$ cat config.mk
export PLATFORM = sky130hd
export DESIGN_NAME = bcd_enc_stream_flat
export DESIGN_NICKNAME = d
export VERILOG_FILES = /design/src/rtl/bcd_enc_stream_pkg.sv /design/src/rtl/bcd_enc_stream_if.sv /design/src/rtl/bcd_enc_stream_dabble_step.sv /design/src/rtl/bcd_enc_stream.sv /design/src/flat_wrapper.sv
export SDC_FILE = /design/constraint.sdc
export NUM_CORES = 1
export LEC_CHECK = 0
export ABC_AREA = 1
export CELL_PAD_IN_SITES_DETAIL_PLACEMENT = 1
export CELL_PAD_IN_SITES_GLOBAL_PLACEMENT = 1
export CORE_MARGIN = 1
export CORE_UTILIZATION = 36
export CTS_CLUSTER_SIZE = 40
export DETAILED_ROUTE_END_ITERATION = 8
export PLACE_DENSITY_LB_ADDON = 0.1
export SYNTH_ARGS = -nofsm -noshare
export SYNTH_HDL_FRONTEND = slang
export SYNTH_SLANG_ARGS = --single-unit
$ cat constraint.sdc
create_clock -name clk -period 1.3 [get_ports clk]
set_input_delay 0.195 -clock clk [delete_from_list [all_inputs] [get_ports clk]]
set_output_delay 0.195 -clock clk [all_outputs]
set_load 0.03 [all_outputs]
$ cat src/rtl/bcd_enc_stream_pkg.sv
// Shared types and constants for the streaming binary-to-BCD encoder.
package bcd_pkg;

   typedef enum logic [1:0] {
      S_IDLE = 2'd0,
      S_CONV = 2'd1,
      S_HOLD = 2'd2
   } bcd_state_t;

   localparam logic [3:0] BCD_ADJ_THRESH = 4'd5;
   localparam logic [3:0] BCD_ADJ_ADD    = 4'd3;

   // Iteration counter width; never narrower than one bit.
   function automatic int unsigned bcd_cnt_width(input int unsigned n);
      return (n > 1) ? $clog2(n) : 1;
   endfunction

endpackage

$ cat src/rtl/bcd_enc_stream_if.sv
// Valid/ready handshake bundle between binary producer, encoder and BCD consumer.
interface bcd_enc_stream_if #(
   parameter int LEN    = 8,
   parameter int DIGITS = 3
);
   logic                  in_valid;
   logic                  in_ready;
   logic [LEN-1:0]        bin;
   logic                  out_valid;
   logic                  out_ready;
   logic [4*DIGITS-1:0]   bcd;
   logic                  sign;
   logic                  ovfl;

   modport master (
      output in_valid, bin, out_ready,
      input  in_ready, out_valid, bcd, sign, ovfl
   );

   modport slave (
      input  in_valid, bin, out_ready,
      output in_ready, out_valid, bcd, sign, ovfl
   );
endinterface

$ cat src/rtl/bcd_enc_stream_dabble_step.sv
// One double-dabble iteration: add 3 to every BCD digit >= 5, then shift left by one.
module bcd_dabble_step
   import bcd_pkg::*;
#(
   parameter int LEN    = 8,
   parameter int DIGITS = 3
) (
   input  logic [4*DIGITS+LEN-1:0] din,
   output logic [4*DIGITS+LEN-1:0] dout,
   output logic                    carry_out
);
   localparam int W = 4*DIGITS+LEN;

   logic [W-1:0] adj;

   always_comb begin
      adj = din;
      for (int unsigned d = 0; d < DIGITS; d++) begin
         if (adj[LEN+4*d +: 4] >= BCD_ADJ_THRESH)
            adj[LEN+4*d +: 4] = adj[LEN+4*d +: 4] + BCD_ADJ_ADD;
      end
   end

   assign dout      = {adj[W-2:0], 1'b0};
   assign carry_out = adj[W-1];
endmodule

$ cat src/rtl/bcd_enc_stream.sv
// Streaming binary-to-BCD encoder, STEPS dabble iterations per clock.
// Optional macro BCD_ENC_STREAM_SIGNED_EN: two's-complement input with sign output.
module bcd_enc_stream
   import bcd_pkg::*;
#(
   parameter int LEN    = 8,
   parameter int DIGITS = 3,
   parameter int STEPS  = 1
) (
   input  logic              clk,
   input  logic              rst,
   bcd_enc_stream_if.slave   bus
);
   localparam int          W  = 4*DIGITS+LEN;
   localparam int unsigned N  = LEN/STEPS;
   localparam int unsigned CW = bcd_cnt_width(N);

   if (LEN % STEPS != 0) begin : g_bad_steps
      $error("bcd_enc_stream: LEN (%0d) must be a multiple of STEPS (%0d)", LEN, STEPS);
   end
   if (LEN < 2 || DIGITS < 1) begin : g_bad_size
      $error("bcd_enc_stream: LEN must be >= 2 and DIGITS >= 1");
   end

   bcd_state_t      state;
   logic [W-1:0]    work;
   logic [CW-1:0]   cnt;
   logic            ovfl_q;
   logic [LEN-1:0]  mag;
   logic            accept;

   logic [W-1:0]     stage [STEPS+1];
   logic [STEPS-1:0] shout;

   assign stage[0] = work;

   for (genvar i = 0; i < STEPS; i++) begin : g_step
      bcd_dabble_step #(
         .LEN    (LEN),
         .DIGITS (DIGITS)
      ) u_step (
         .din       (stage[i]),
         .dout      (stage[i+1]),
         .carry_out (shout[i])
      );
   end

   assign bus.in_ready = (state == S_IDLE) || ((state == S_HOLD) && bus.out_ready);
   assign accept       = bus.in_valid && bus.in_ready;

`ifdef BCD_ENC_STREAM_SIGNED_EN
   logic sign_q;
   // Magnitude wraps in LEN bits, so the most negative input yields 2^(LEN-1).
   assign mag      = bus.bin[LEN-1] ? (LEN'(0) - bus.bin) : bus.bin;
   assign bus.sign = sign_q;
`else
   assign mag      = bus.bin;
   assign bus.sign = 1'b0;
`endif

   always_ff @(posedge clk) begin
      if (!rst) begin
         state  <= S_IDLE;
         work   <= '0;
         cnt    <= '0;
         ovfl_q <= 1'b0;
`ifdef BCD_ENC_STREAM_SIGNED_EN
         sign_q <= 1'b0;
`endif
      end else if (accept) begin
         // Accept covers both idle start and the back-to-back reload from hold.
         state  <= S_CONV;
         work   <= {{(4*DIGITS){1'b0}}, mag};
         cnt    <= '0;
         ovfl_q <= 1'b0;
`ifdef BCD_ENC_STREAM_SIGNED_EN
         sign_q <= bus.bin[LEN-1];
`endif
      end else begin
         case (state)
            S_CONV: begin
               work   <= stage[STEPS];
               ovfl_q <= ovfl_q | (|shout);
               cnt    <= cnt + 1'b1;
               if (cnt == CW'(N-1))
                  state <= S_HOLD;
            end
            S_HOLD: begin
               if (bus.out_ready)
                  state <= S_IDLE;
            end
            default: state <= S_IDLE;
         endcase
      end
   end

   assign bus.out_valid = (state == S_HOLD);
   assign bus.bcd       = work[W-1:LEN];
   assign bus.ovfl      = ovfl_q;
endmodule

$ cat src/flat_wrapper.sv
// flat-port wrapper written by rule: the top's interface ports become plain ports
module bcd_enc_stream_flat import bcd_pkg::*;
#(
   parameter int LEN    = 8,
   parameter int DIGITS = 3,
   parameter int STEPS  = 1
)
  (clk, rst, bus_in_valid, bus_bin, bus_out_ready, bus_in_ready, bus_out_valid, bus_bcd, bus_sign, bus_ovfl);
  bcd_enc_stream_if #(.LEN(LEN), .DIGITS(DIGITS)) bus_i ();
  input  logic clk;
  input  logic rst;
  input wire logic [$bits(bus_i.in_valid)-1:0] bus_in_valid;
  input wire logic [$bits(bus_i.bin)-1:0] bus_bin;
  input wire logic [$bits(bus_i.out_ready)-1:0] bus_out_ready;
  output wire logic [$bits(bus_i.in_ready)-1:0] bus_in_ready;
  output wire logic [$bits(bus_i.out_valid)-1:0] bus_out_valid;
  output wire logic [$bits(bus_i.bcd)-1:0] bus_bcd;
  output wire logic [$bits(bus_i.sign)-1:0] bus_sign;
  output wire logic [$bits(bus_i.ovfl)-1:0] bus_ovfl;
  assign bus_i.in_valid = bus_in_valid;
  assign bus_i.bin = bus_bin;
  assign bus_i.out_ready = bus_out_ready;
  assign bus_in_ready = bus_i.in_ready;
  assign bus_out_valid = bus_i.out_valid;
  assign bus_bcd = bus_i.bcd;
  assign bus_sign = bus_i.sign;
  assign bus_ovfl = bus_i.ovfl;
  bcd_enc_stream #(.LEN(LEN), .DIGITS(DIGITS), .STEPS(STEPS)) u_core (.clk(clk), .rst(rst), .bus(bus_i));
endmodule
# Yosys cells after proc, flatten, opt, wreduce, memory -nomap -nowiden
# Index checks and enable logic that the tools add are counted.
dict set report totals {
  wordCells 39
  out_inout_bits 16
  mem_count 0
  rom_bits 0
  ramBits 0
  regBits 26
  inputBits 12
  latch_bits 0
}
dict set report classes {
  n_mul 0
  eq_ne 7
  n_bitwise 2
  order_cmp 3
  shift 0
  n_reduce_logical 8
  div_mod_pow 0
  addsub 4
  mux 9
}
# cell count
set op_table {}
lappend op_table {{2-to-1 mux 8 bit} 2}
lappend op_table {{adder 4 x 2 -> 4 bit, second input constant} 3}
lappend op_table {{greater-or-equal comparator 4 x 3 -> 1 bit, second input constant} 3}
lappend op_table {{2-to-1 mux 4 bit} 3}
lappend op_table {{2-to-1 mux 2 bit} 2}
lappend op_table {{one-hot mux 2 bit (2 select lines)} 1}
lappend op_table {{AND reduction 2 bit} 2}
lappend op_table {{adder 3 x 1 -> 3 bit, second input constant} 1}
lappend op_table {{== test 3 bit, second input constant} 1}
lappend op_table {{inequality test 3 x 1 -> 1 bit, second input constant} 1}
lappend op_table {{inequality test 3 x 2 -> 1 bit, second input constant} 1}
lappend op_table {{== test 2 x 1 -> 1 bit, second input constant} 1}
lappend op_table {{== test 2 bit, second input constant} 1}
lappend op_table {{logical AND 1 bit} 2}
lappend op_table {{logical NOT 2 bit} 1}
lappend op_table {{inequality test 2 x 1 -> 1 bit, second input constant} 1}
lappend op_table {{inequality test 2 bit, second input constant} 1}
lappend op_table {{nonzero test 2 bit} 1}
lappend op_table {{OR reduction 2 bit} 1}
lappend op_table {{logical OR 1 bit} 1}
lappend op_table {{2-to-1 mux 1 bit} 1}
lappend op_table {{inverter 1 bit} 1}
lappend op_table {{OR 1 bit} 1}

# Longest topological paths before layout
dict set report logic_depth {
  word_depth 6
  ltp_mapped 10
  depth_no_buf 10
}

# By module
# Synthesis repeated with hierarchy kept, for this count alone.
dict set report unflattened {
  cells_unflattened 244
  area_unflattened_um2 1704.1
}
# module n_inst seq_area_each_um2 cells_per_inst area_per_inst_um2
set modules_own_cells {}
lappend modules_own_cells {bcd_enc_stream 1 520.5 168 1273.7}
lappend modules_own_cells {bcd_dabble_step 1 0.0 76 430.4}

# Worst setup path before layout
# OpenSTA, ideal clock, no wires.
dict set report synth_timing {
  kind {register to register}
  startpoint {register u_core.state[1]}
  endpoint {register u_core.state[1]}
  n_path_buf 0
  arrival_time_ns 1.081
  synth_period_minus_slack_ns 1.151
  setup_slack_ns 0.149
  t_required_ns 1.230
  stages_incl_launch_ff 5
  path_cell_list {dfxtp_1 inv_1 nor2_1 nand2_1 a21oi_1}
}
dict set report synth_via {
  elab_chain_cells 5
  word_cells_on_any_way 11
  classes_between {eq/ne: 4; mux: 1; reduce/logical: 6}
}
# item line_no
set synth_rtl {}
lappend synth_rtl {{start: declaration} bcd_enc_stream.sv:25} ;# bcd_state_t state;
lappend synth_rtl {{start signal: assignment} bcd_enc_stream.sv:63} ;# state <= S_IDLE;
lappend synth_rtl {{start signal: assignment} bcd_enc_stream.sv:72} ;# state <= S_CONV;
lappend synth_rtl {{start signal: assignment} bcd_enc_stream.sv:86} ;# state <= S_HOLD;
lappend synth_rtl {{== test 2 bit (*)} --}
lappend synth_rtl {{net bus_out_valid} flat_wrapper.sv:16} ;# output wire logic [$bits(bus_i.out_valid)-1:0] bus_out_valid;
lappend synth_rtl {{logical AND 1 bit} bcd_enc_stream.sv:48} ;# assign bus.in_ready = (state == S_IDLE) || ((state == S_HOLD) && bus.out_ready);
lappend synth_rtl {{logical OR 1 bit} bcd_enc_stream.sv:48}
lappend synth_rtl {{logical AND 1 bit} bcd_enc_stream.sv:49} ;# assign accept = bus.in_valid && bus.in_ready;
lappend synth_rtl {{OR reduction 2 bit (no line)} --}
# The timed path passes the listed nets; every way through them passes the cells marked *.
# A chain may end at the register's enable or synchronous reset.

# Final worst setup path
dict set report layout_timing {
  startpoint {register u_core.work[19]}
  endpoint {output bus_bcd[11]}
}
# item line_no
set layout_rtl {}
lappend layout_rtl {{start: declaration} bcd_enc_stream.sv:26} ;# logic [W-1:0] work;
lappend layout_rtl {{start signal: assignment} bcd_enc_stream.sv:73} ;# work <= {{(4*DIGITS){1'b0}}, mag};
lappend layout_rtl {{start signal: assignment} bcd_enc_stream.sv:82} ;# work <= stage[STEPS];
lappend layout_rtl {{end: declaration} flat_wrapper.sv:17} ;# output wire logic [$bits(bus_i.bcd)-1:0] bus_bcd;
# No word-level cell between the ends.

==> results.md <==
* Drt first pass iters at 4
* Max_cap viols at 0
* #FFs+latches synth at 26
* Core area at roughly 0.004 mm2
* Area grow syn2layout at 25.3%
* Synth cell types at 19
* Most frequent cells in the layout: 46 x nand2_1, 26 x nor2_1, 25 x inv_1
* Met1 GRT Util at 0.207
* Die ar. at 0.00452 mm2
* Drt total wl at about 3400 um
* Post-layout min period at roughly 1200 ps
* Via-to-Cell Ratio at roughly 4.8
* Initial core utilization at 0.380
* First-pass GRT wire length at 5810 um
* Hold WC Path Type: input pin to flip-flop
* CTS tree: yes
* Pleak at 0.909 nW
* Initial antenna violation count at 0
* Longest Clk Path Bufs at 2
* DRC at 0
* Pwr/cell area at 858 mW/mm2
* Port Buf Inserts at 26
* M2 GR Usage at 0.290
* HPWL Detailed at around 2500 um
* Status: complete, no violations
* Row cnt at 23
* Total clock sinks at 26
* CTS H-tree lvls at 1
* Post-Syn Nets at around 250
* Pin count of the biggest net entering global routing at 18
* Final period util at 0.956
* 1st-iter DRT viols at 48
* Share of layout cells above drive strength 1 at 0.243
* Worst path required time at around 1100 ps
* Clock-pin slew on the worst setup and hold paths at ~80 ps
* Delay-heaviest family, CP: buffers and inverters
* Worst-path cell chain: dlygate4sd2_1
* Crit path capture type: output pin
* Placer Congestion at roughly 0.72
* Wire per inst at 11.3 um
* Gate Count Post-Synth at 227
* Final nets at 273
* Met3 Use GR at 0.0372
* Final core utilization at 0.476
* Total gr overflow at 0
* GRT Total Usage at 0.165
* Slew Viols, Final at 0
* Commonest non-fill, non-tap cell in the layout: nand2_1
* CP max FO at 4
* Top Ports at 28
* Die Span Y at around 67 um
* Post-DRT Antenna Nets at 0
* Worst EP arrival at around 1100 ps
* Ys Warns at 0
* Non-Filler Instances at between 300 and 400
* Global route hottest layer: met2
* Final Hold Vio Count at 0
* Syn Area/Cell at between 6 and 7 um2
* CTS Buf Count at 3
* Mapped Area at between 0.0015 and 0.002 mm2
* CP startpoint kind: flip-flop
* Setup TNS at 0 ps
* Sequential fraction of the synthesis area at 0.340
* RSZ-0062 raised after global routing: yes
* Clock Skew at 1.51 ps
* Crit-path slowest cell: dlygate4sd2_1
* Kind of critical path: flip-flop to output pin
* Vias in the first global route at between 1k and 1.5k
* # hold bufs at CTS at 0
* Skew-Pair Late Insertion Delay at approximately 260 ps
* Post-CTS setup buffer count at 0
* WHS at between 300 and 400 ps
* Number of diodes at 0
* Critical Path Max Stage Delay at approximately 410 ps
* Vias at between 1k and 1.5k
* Die X at 67.2 um
* Clock root cell: clkbuf_8
* CP bufs+invs at 1
* Placed cells at 298
* Final setup vio count at 0
* F_max at 805 MHz
* Maximum VDD drop at 601 uV
[cells by family after synthesis]
kind of cell	Yosys count	synth area share
AO/OA/AOI/OAI	31	0.106
XOR/XNOR	1	0.00572
adder cells (fa/ha/maj)	8	0.0654
buffers and inverters	52	0.182
flip-flops	26	0.340
other	1	0.00245
AND/OR/NAND/NOR	108	0.298
[stage by stage]
step           power (mW)  instance area, um2  setup WS, ps
6_report             1.65                1920          57.2
3_3_place_gp         1.21                1790          -116
4_1_cts              1.66                1820          10.8
2_1_floorplan        1.11                1530           149
5_1_grt              1.74                1920         -5.21
3_5_place_dp         1.21                1790          -119
[flip-flops by register name, indices dropped and copies added (netlist names)]
name and flops:
u_core.bus.ovfl 1, u_core.cnt 3, u_core.state 2, u_core.work 20
[layer usage]
| metal | wire [um] | vias up |
|---|---|---|
| li1 | - | 741 |
| met1 | 1610 | 678 |
| met2 | 1690 | 17 |
| met3 | 85 | 2 |
| met4 | 21 | 0 |
| met5 | 0 | - |
[where the power goes]
part | switching [mW] | leakage (nW) | internal (mW) | total (mW)
clock | 0.238 | 0.0216 | 0.207 | 0.445
combinational | 0.197 | 0.672 | 0.141 | 0.338
sequential | 0.0306 | 0.216 | 0.831 | 0.862
[Yosys cell counts (all sizes together)]
cell,count,share of area
dfxtp,26,0.34
or2,1,0.0041
buf,19,0.10
o21ai,9,0.029
inv,33,0.081
conb,1,0.0025
o211a,1,0.0065
nand2,57,0.14
a21oi,20,0.065
o211ai,1,0.0049
ha,8,0.065
nor2,27,0.071
xor2,1,0.0057
nand3,23,0.078
[layout make-up]
class / instances / area, um2
sequential: 26 / 534
multi-input combinational: 149 / 813
inverter: 33 / 126
timing repair buffer: 40 / 340
tap: 50 / 62.6
clock buffer: 3 / 41.3
fill: 542 / 2110
[worst paths after layout]
| kind | cells after the start | slack [ps] | end | startpoint |
|---|---|---|---|---|
| min | 5 | 320 | u_core.state[1]$_SDFFE_PP0P_ | bus_out_ready |
| min reg2reg | 2 | 460 | u_core.bus.ovfl$_SDFFE_PP0N_ | u_core.bus.ovfl$_SDFFE_PP0N_ |
| max reg2reg | 10 | 90 | u_core.work[14]$_SDFFE_PP0N_ | u_core.work[13]$_SDFFE_PP0N_ |
| max | 1 | 60 | bus_bcd[11] | u_core.work[19]$_SDFFE_PP0N_ |
[repair_timing]
item,4_1_cts,5_1_grt
gates resized for setup,10,37
setup endpoints to repair,10,13
hold endpoints to repair,0,0
cloned,0,0
pin swaps,0,6
Note: power is estimated with default switching activity, not from simulation.
